`src/rtl/serial_tx8b.sv`:
```
// serial_tx8b: parallel-to-serial frame transmitter, MSB first.
// Takes bytes over a valid/ready handshake into a one-deep holding register,
// shifts each out one bit per clock and inserts GAP_CYC idle cycles between frames.
// Optional build macro SERTX_PARITY_EN appends an even-parity bit to each frame.
module serial_tx8b #(
  parameter int DATA_W  = 8,
  parameter int GAP_CYC = 2
) (
  input  logic              clk,
  input  logic              rst,
  input  logic              din_valid,
  input  logic [DATA_W-1:0] din,
  output logic              din_ready,
  output logic              sdout,
  output logic              sframe,
  output logic              busy,
  output logic              done
);

`ifdef SERTX_PARITY_EN
  localparam int FRAME_LEN = DATA_W + 1;
`else
  localparam int FRAME_LEN = DATA_W;
`endif
  localparam int CW = $clog2(FRAME_LEN);
  localparam logic [CW-1:0] CNT_LD = CW'(FRAME_LEN - 1);
  localparam logic [3:0]    GAP_LD = (GAP_CYC > 0) ? 4'(GAP_CYC - 1) : 4'd0;

  typedef enum logic [1:0] {IDLE, SHIFT, GAP} st_t;

  st_t               st, st_nx;
  logic [DATA_W-1:0] hold, hold_nx;
  logic              hold_full, hold_full_nx;
  // Only the bits still to be sent live here; the bit on the wire is sdout itself.
  logic [DATA_W-2:0] sh, sh_nx;
  logic [CW-1:0]     cnt, cnt_nx;
  logic [3:0]        gcnt, gcnt_nx;
  logic              sdout_nx, sframe_nx, done_nx;
  logic              load, last, accept;
`ifdef SERTX_PARITY_EN
  logic              par, par_nx;
`endif

  assign accept    = din_valid & din_ready;
  assign din_ready = ~hold_full & ~rst;
  assign busy      = (st != IDLE) | hold_full;
  // cnt reaches zero while the final frame bit is on the wire
  assign last      = (cnt == '0);

  // State and datapath registers
  always_ff @(posedge clk) begin
    if (rst) begin
      st        <= IDLE;
      hold      <= '0;
      hold_full <= 1'b0;
      sh        <= '0;
      cnt       <= '0;
      gcnt      <= '0;
      sdout     <= 1'b0;
      sframe    <= 1'b0;
      done      <= 1'b0;
`ifdef SERTX_PARITY_EN
      par       <= 1'b0;
`endif
    end else begin
      st        <= st_nx;
      hold      <= hold_nx;
      hold_full <= hold_full_nx;
      sh        <= sh_nx;
      cnt       <= cnt_nx;
      gcnt      <= gcnt_nx;
      sdout     <= sdout_nx;
      sframe    <= sframe_nx;
      done      <= done_nx;
`ifdef SERTX_PARITY_EN
      par       <= par_nx;
`endif
    end
  end

  // Next-state: a held byte is loaded from IDLE, at the end of the gap, or
  // straight after the last bit when there is no gap
  always_comb begin
    st_nx = st;
    load  = 1'b0;
    unique case (st)
      IDLE: begin
        if (hold_full) begin
          st_nx = SHIFT;
          load  = 1'b1;
        end
      end
      SHIFT: begin
        if (last) begin
          if (GAP_CYC > 0) begin
            st_nx = GAP;
          end else if (hold_full) begin
            st_nx = SHIFT;
            load  = 1'b1;
          end else begin
            st_nx = IDLE;
          end
        end
      end
      GAP: begin
        if (gcnt == 4'd0) begin
          if (hold_full) begin
            st_nx = SHIFT;
            load  = 1'b1;
          end else begin
            st_nx = IDLE;
          end
        end
      end
      default: st_nx = IDLE;
    endcase
  end

  // Outputs and datapath: compute next values of the registered outputs
  always_comb begin
    hold_nx      = accept ? din : hold;
    hold_full_nx = hold_full;
    sh_nx        = sh;
    cnt_nx       = cnt;
    gcnt_nx      = gcnt;
    sdout_nx     = 1'b0;
    sframe_nx    = 1'b0;
    done_nx      = 1'b0;
`ifdef SERTX_PARITY_EN
    par_nx       = par;
`endif

    // ready is low while full, so accept and load never meet on one edge
    if (accept)    hold_full_nx = 1'b1;
    else if (load) hold_full_nx = 1'b0;

    if (load) begin
      sh_nx     = hold[DATA_W-2:0];
      cnt_nx    = CNT_LD;
      sdout_nx  = hold[DATA_W-1];
      sframe_nx = 1'b1;
`ifdef SERTX_PARITY_EN
      par_nx    = ^hold;
`endif
    end else if (st == SHIFT && !last) begin
      sh_nx     = sh << 1;
      cnt_nx    = cnt - CW'(1);
      sdout_nx  = sh[DATA_W-2];
      sframe_nx = 1'b1;
`ifdef SERTX_PARITY_EN
      // final SHIFT cycle carries the parity bit instead of data
      if (cnt == CW'(1)) sdout_nx = par;
`endif
    end

    if (st == SHIFT && last) begin
      done_nx = 1'b1;
      gcnt_nx = GAP_LD;
    end else if (st == GAP && gcnt != 4'd0) begin
      gcnt_nx = gcnt - 4'd1;
    end
  end

endmodule

```
`config.mk`:
```
export PLATFORM = sky130hd
export DESIGN_NAME = serial_tx8b
export DESIGN_NICKNAME = d
export VERILOG_FILES = /design/src/rtl/serial_tx8b.sv
export SDC_FILE = /design/constraint.sdc
export NUM_CORES = 1
export LEC_CHECK = 0
export CAP_MARGIN = 30
export CELL_PAD_IN_SITES_DETAIL_PLACEMENT = 0
export CELL_PAD_IN_SITES_GLOBAL_PLACEMENT = 1
export CORE_MARGIN = 2
export CORE_UTILIZATION = 39
export DETAILED_ROUTE_END_ITERATION = 16
export GPL_TIMING_DRIVEN = 0
export PLACE_DENSITY_LB_ADDON = 0.15
export SYNTH_ARGS = -nofsm -noshare
export SYNTH_HDL_FRONTEND = slang
export SYNTH_SLANG_ARGS = --single-unit
```
`constraint.sdc`:
```
create_clock -name clk -period 2.2 [get_ports clk]
set_clock_uncertainty 0.1 [all_clocks]
set_input_delay 0.33 -clock clk [delete_from_list [all_inputs] [get_ports clk]]
set_output_delay 0.33 -clock clk [all_outputs]
set_load 0.01 [all_outputs]
```
==> results of run 1 <==
[registers in the layout, indices dropped and copies added (netlist names)]
| signal | flops |
|---|---|
| gcnt | 4 |
| st | 2 |
| sdout | 1 |
| sh | 7 |
| sframe | 1 |
| done | 1 |
| cnt | 3 |
| hold | 8 |
| hold_full | 1 |
[power by group]
group	total (uW)	leakage, uW	switching, uW	internal, uW
sequential	557	0.000229	20.0	537
combinational	170	0.000247	88.3	81.5
clock	339	0.0000279	155	184
[critical path: stages]
cell             delay [ns]
clkbuf_1               0.31
clkbuf_1               0.41
nor2_1                 0.07
clkdlybuf4s50_1        0.49
[per-layer routing]
metal / up-vias / share of wire (%) / track usage, %
li1: 478 / - / -
met1: 417 / 50 / 20.39
met2: 7 / 47 / 22.79
met3: 2 / 2.0 / 1.978
met4: 0 / 0.74 / 6.977
met5: - / 0 / 0
[cells in the mapped netlist]
master,instances,area [um2]
xor2_1,3,26.28
clkbuf_1,3,11.26
and2_2,1,7.510
or3_1,1,6.260
nor2_1,7,26.28
nand2_1,21,78.83
a21oi_1,21,105.1
and2_1,1,6.260
a211o_4,1,17.52
inv_1,5,18.77
a31oi_1,1,6.260
ha_1,3,37.54
a211oi_1,1,7.510
nor2b_1,3,18.77
dfxtp_1,28,560.5
buf_6,2,22.52
nor3_1,1,5.000
nand3_1,10,50.05
xnor2_1,2,17.52
a22oi_1,7,52.55
buf_2,2,10.01
a21oi_2,1,8.760
a211oi_4,1,20.02
nand2b_1,4,25.02
or3b_1,1,8.760
[cell families after synthesis]
group           after synthesis
buf+inv                      12
fa+ha+maj                     3
compound gates               33
simple gates                 50
flops                        28
xor+xnor                      5
[metrics by stage]
step	hold WS, ns	instances	worst slack [ns]	power (uW)	area [um2]
floorplan	0.3321	131	0.3568	679.6	1155
global placement	0.3447	176	0.1150	735.4	1334
detailed placement	0.3481	176	0.1217	742.1	1334
CTS	0.2705	180	0.1183	1082	1386
global route	0.2903	180	0.02520	1123	1386
finish	0.2789	180	0.1534	1066	1386
[path summary, 6_finish.rpt]
kind	slack (ns)	end	start
hold reg to reg	0.37	hold[0]	hold[0]
hold / removal	0.28	cnt[2]	rst
setup / recovery	0.15	din_ready	rst
setup reg to reg	0.24	hold_full	gcnt[0]
[layout make-up]
type	count	area (um2)	area share [%]
Clock buffer	3	22.52	1.625
Multi-Input combinational cell	91	531.8	38.36
Sequential cell	28	560.5	40.43
Tap cell	31	38.79	2.798
Inverter	5	18.77	1.354
Clock inverter	1	30.03	2.166
Timing Repair Buffer	14	140.1	10.11
Buffer	7	43.79	3.159
==> results.md, run 1 <==
* Status: complete, no violations
* Netlist cell types at 25
* Resized Gates After CTS at 0
* Crit path arrival time at ~1.6 ns
* Root Buffer: clkbuf_4
* Final Max Slew Viols at 0
* First-pass GRT wire length at a little under 4000 um
* Synth Area in Simple Gates at 20.15%
* HP Class: in2reg
* Die Ht at 58.42 um
* First DRT Iteration DRCs at 20
* Synthesized area per cell at between 8 and 9 um2
* Seq/Total Area, Yosys at between 40% and 50%
* Nets at 164
* PwrDens at between 700 and 800 nW/um2
* Post-Syn Instances at between 100 and 150
* Ratio of cells with drive above 1 in the final layout at between 8 and 9%
* Largest net degree at the start of global routing at 17
* Final HPWL DP at between 1500 and 2000 um
* Commonest cells after routing, fill and taps aside: dfxtp_1 (28), nand2_1 (21), a21oi_1 (21)
* Mux contribution to synthesized area at 0%
* Via count at around 900
* Rel. slew slack at approximately 70%
* Number of hold buffers added after cts at 0
* Crit start category: input port
* Clock tree buffer depth at 2
* Die ar. at about 3400 um2
* Synth Area in Compound Gates at about a fifth
* Final Hold Viols at 0
* Max Freq at 488.6 MHz
* WHS Path Cells at 2
* Commonest non-fill, non-tap cell in the layout: dfxtp_1
* Aggregate global-route resource usage at 14.76%
* Antenna diode count at 0
* Crit path kind: in2out
* Max-Cap Viols at 0
* R2R cell count at 8
* CTS tree: yes
* Initial antenna violation count at 0
* Crit path required time at roughly 1.8 ns
* Total CTS buffers at 3
* Synth Warn # at 0
* Total grt overflow at 0
* RSZ-0062 raised after global routing: no
* CTS sink count at 28
* CP Max Fanout at 10
* Post-CTS setup buffers at 0
* Final core occ at 49.84%
* Detailed-route DRC error count at 0
* Total wire length at ~2200 um
* DIE WIDTH at between 50 and 60 um
* Placer Congestion at around 0.74
* Starting Density at approximately two fifths
* Post-DR vias/cell at about 5
* Antenna Nets Post-Route at 0
* Clock Latency Late Sink at about 0.33 ns
* CP endpoint kind: primary output
* Filler cells at ~260
* IO Count at 16
* Core area at 2781 um2
* Area grow syn2layout at 20.04%
* Routed length per instance at about 12 um
* Main combinational cell family by area after synthesis: simple AND/OR/NAND/NOR gates
* TNS Setup at 0 ns
* Adder-cell share of the synthesized area at under 10%
* PortBufs at 14
* Post-synthesis xor/xnor area fraction at between 3 and 4%
* Vias in the first global route at 896
* Pre-antenna DRT Iters at 4
* Period utilization at roughly 93%
* Slew @ Worst Pin at around 0.44 ns
* Number of endpoints failing setup at the final stage at 0
* Fin crit period at roughly 2.0 ns
* Register bit total from synthesis at 28
* FP Rows at 19
* Static Leak at slightly above 0.0005 uW
* Peak supply drop at roughly 0.4 mV
* Clock Pin Slew Worst Setup and Hold Paths at about 0.16 ns
* H-tree depth at 1
* Syn Nets at 145
* Mapped Area at 1155 um2
Power figures use the tool's default switching activity.
==> inputs of run 2 (changes only) <==
- CAP_MARGIN: 30 -> 25
- CORE_MARGIN: 2 -> 4
- SKIP_CTS_REPAIR_TIMING: default -> 1
==> run 2 against run 1 <==
Effect of this change: core utilization is essentially flat; worst setup slack gained 0.036 ns; combinational power is essentially flat.
==> results.md, run 2 (synthesized netlist as in run 1, its figures left out) <==
* Max-Cap Viols at 0 (unchanged)
* Total grt overflow at 0 (unchanged)
* Commonest cells after routing, fill and taps aside: dfxtp_1 (28), nand2_1 (21), a21oi_1 (21) (unchanged)
* CTS sink count at 28 (unchanged)
* Die Ht at 62.42 um (was 58.42 um)
* DIE WIDTH at 62.42 um (was 58.42 um)
* First DRT Iteration DRCs at 31 (was 20)
* Initial antenna violation count at 0 (unchanged)
* PwrDens at 767.3 nW/um2 (was 768.9 nW/um2)
* RR Endpoint: sh[2] (was hold_full)
* Worst slack at placement at 0.09947 ns (was 0.1217 ns)
* RR Startpoint: gcnt[0] (unchanged)
* Post-DR vias/cell at 5.144 (was 5.022)
* Status: complete, no violations (unchanged)
* Final setup margin at 0.1892 ns (was 0.1534 ns)
* R2R cell count at 8 (unchanged)
* Via count at 926 (was 904)
* Rel. slew slack at 72.12% (was 70.36%)
* Total CTS buffers at 3 (unchanged)
* Regs by FF count: hold (8), sh (7), gcnt (4) (unchanged)
* CP Max Fanout at 5 (was 10)
* Max Freq at 497.3 MHz (was 488.6 MHz)
* Peak supply drop at 0.3426 mV (was 0.3901 mV)
* Pre-antenna DRT Iters at 4 (unchanged)
* Period utilization at 91.40% (was 93.03%)
* TNS Setup at 0 ns (unchanged)
* Vias in the first global route at 941 (was 896)
* Crit path required time at 1.77 ns (about the same)
* Clock Latency Late Sink at 0.32 ns (was 0.33 ns)
* FP Rows at 19 (unchanged)
* Crit path arrival time at 1.58 ns (was 1.62 ns)
* Final Max Slew Viols at 0 (unchanged)
* Slowest CP cell: clkdlybuf4s50_1 (unchanged)
* Finished Layout Cells at 180 (unchanged)
* Crit path kind: reg2out (was in2out)
* DP Cell Count at 176 (unchanged)
* Total wire length at 2268 um (was 2164 um)
* Pwr Total at 1065 uW (was 1066 uW)
* RSZ-0062 raised after global routing: no (unchanged)
* Antenna diode count at 0 (unchanged)
* Clock Pin Slew Worst Setup and Hold Paths at 0.15 ns (was 0.16 ns)
* Fin crit period at 2.011 ns (was 2.047 ns)
* CTS tree: yes (unchanged)
* Slew @ Worst Pin at 0.4182 ns (was 0.4446 ns)
* Number of endpoints failing setup at the final stage at 0 (unchanged)
* Critical path endpoint: busy (was din_ready)
* H-tree depth at 1 (unchanged)
* Routed length per instance at 12.60 um (was 12.02 um)
* Detailed-route DRC error count at 0 (unchanged)
* Crit start category: flip-flop (was input port)
* Static Leak at 0.0005061 uW (was 0.0005031 uW)
* Antenna Nets Post-Route at 0 (unchanged)
* Starting Density at 41.52% (unchanged)
* Filler cells at 261 (was 259)
* Die ar. at 3896 um2 (was 3412 um2)
* R2R Setup Slk at 0.24 ns (about the same)
* Cell chain of the critical path: or3_1 > clkdlybuf4s50_1 (was clkbuf_1 > clkbuf_1 > nor2_1 > clkdlybuf4s50_1)
* Root Buffer: clkbuf_4 (unchanged)
* Final core occ at 49.89% (was 49.84%)
* CP endpoint kind: primary output (unchanged)
* Commonest non-fill, non-tap cell in the layout: dfxtp_1 (unchanged)
* CP startpoint: st[0] (was rst)
* Aggregate global-route resource usage at 12.70% (was 14.76%)
* Core area at 2781 um2 (unchanged)
* Ratio of cells with drive above 1 in the final layout at 8.725% (was 8.054%)
* Largest net degree at the start of global routing at 17 (unchanged)
* Final HPWL DP at 1694 um (was 1609 um)
* Clock tree buffer depth at 2 (unchanged)
* Area grow syn2layout at 20.15% (was 20.04%)
* Placer Congestion at 0.7052 (was 0.7389)
* First-pass GRT wire length at 4105 um (was 3926 um)
* Final Hold Viols at 0 (unchanged)
* IO Count at 16 (unchanged)
* Reg with most FFs: hold (unchanged)
* Nets at 164 (unchanged)
* PortBufs at 14 (unchanged)
* HP Class: in2reg (unchanged)
* Peak per-stage delay on the critical path at 0.48 ns (was 0.49 ns)
* Max reg flops at 8 (unchanged)
[run 2: cell counts in the layout (fill, tap and decap cells not counted)]
No cell type changed its count.
[run 2: layout make-up]
type                       count  area [um2]  area share (%)
clock buffer                   3       22.52           1.623
multi-input combinational     91       531.8           38.32
clock inverter                 1       30.03           2.164
timing repair buffer          14       140.1           10.10
buffer                         7       45.04           3.246
sequential                    28       560.5           40.40
tap                           31       38.79           2.795
inverter                       5       18.77           1.353
[run 2: worst min path at each step]
stage	cells after the start	startpoint	slack, ns	endpoint
3_3_place_gp	2	hold[0]	0.34	sh[0]
5_1_grt	2	rst	0.31	cnt[2]
4_1_cts	2	rst	0.29	cnt[2]
3_5_place_dp	2	hold[1]	0.35	hold[1]
2_1_floorplan	2	hold[0]	0.33	sh[0]
6_report	2	rst	0.28	cnt[2]
[run 2: critical path: cells and delay by family, from the launching register on]
kind / cells / cell delay (ns)
buffers and inverters: 1 / 0.48
flip-flops: 1 / 0.39
AND/OR/NAND/NOR: 1 / 0.38
[run 2: layer usage]
metal | global-route usage [%] | wire, um | vias up
met1 | 14.21 | 1026 | 429
met2 | 21.76 | 1141 | 15
met5 | 0 | 0 | -
met3 | 2.878 | 77 | 2
met4 | 7.427 | 23 | 0
li1 | - | - | 480
[run 2: report_power, final]
part           internal (uW)  switching (uW)
sequential               537            20.2
clock                    184             152
combinational           82.2            89.0
total                    804             261
[run 2: stage by stage]
| stage | instance area, um2 | hold WS (ns) |
|---|---|---|
| after floorplan | 1155 | 0.3321 |
| after global placement | 1334 | 0.3450 |
| after detailed placement | 1334 | 0.3486 |
| after CTS | 1386 | 0.2899 |
| after global routing | 1388 | 0.3114 |
| final | 1388 | 0.2837 |
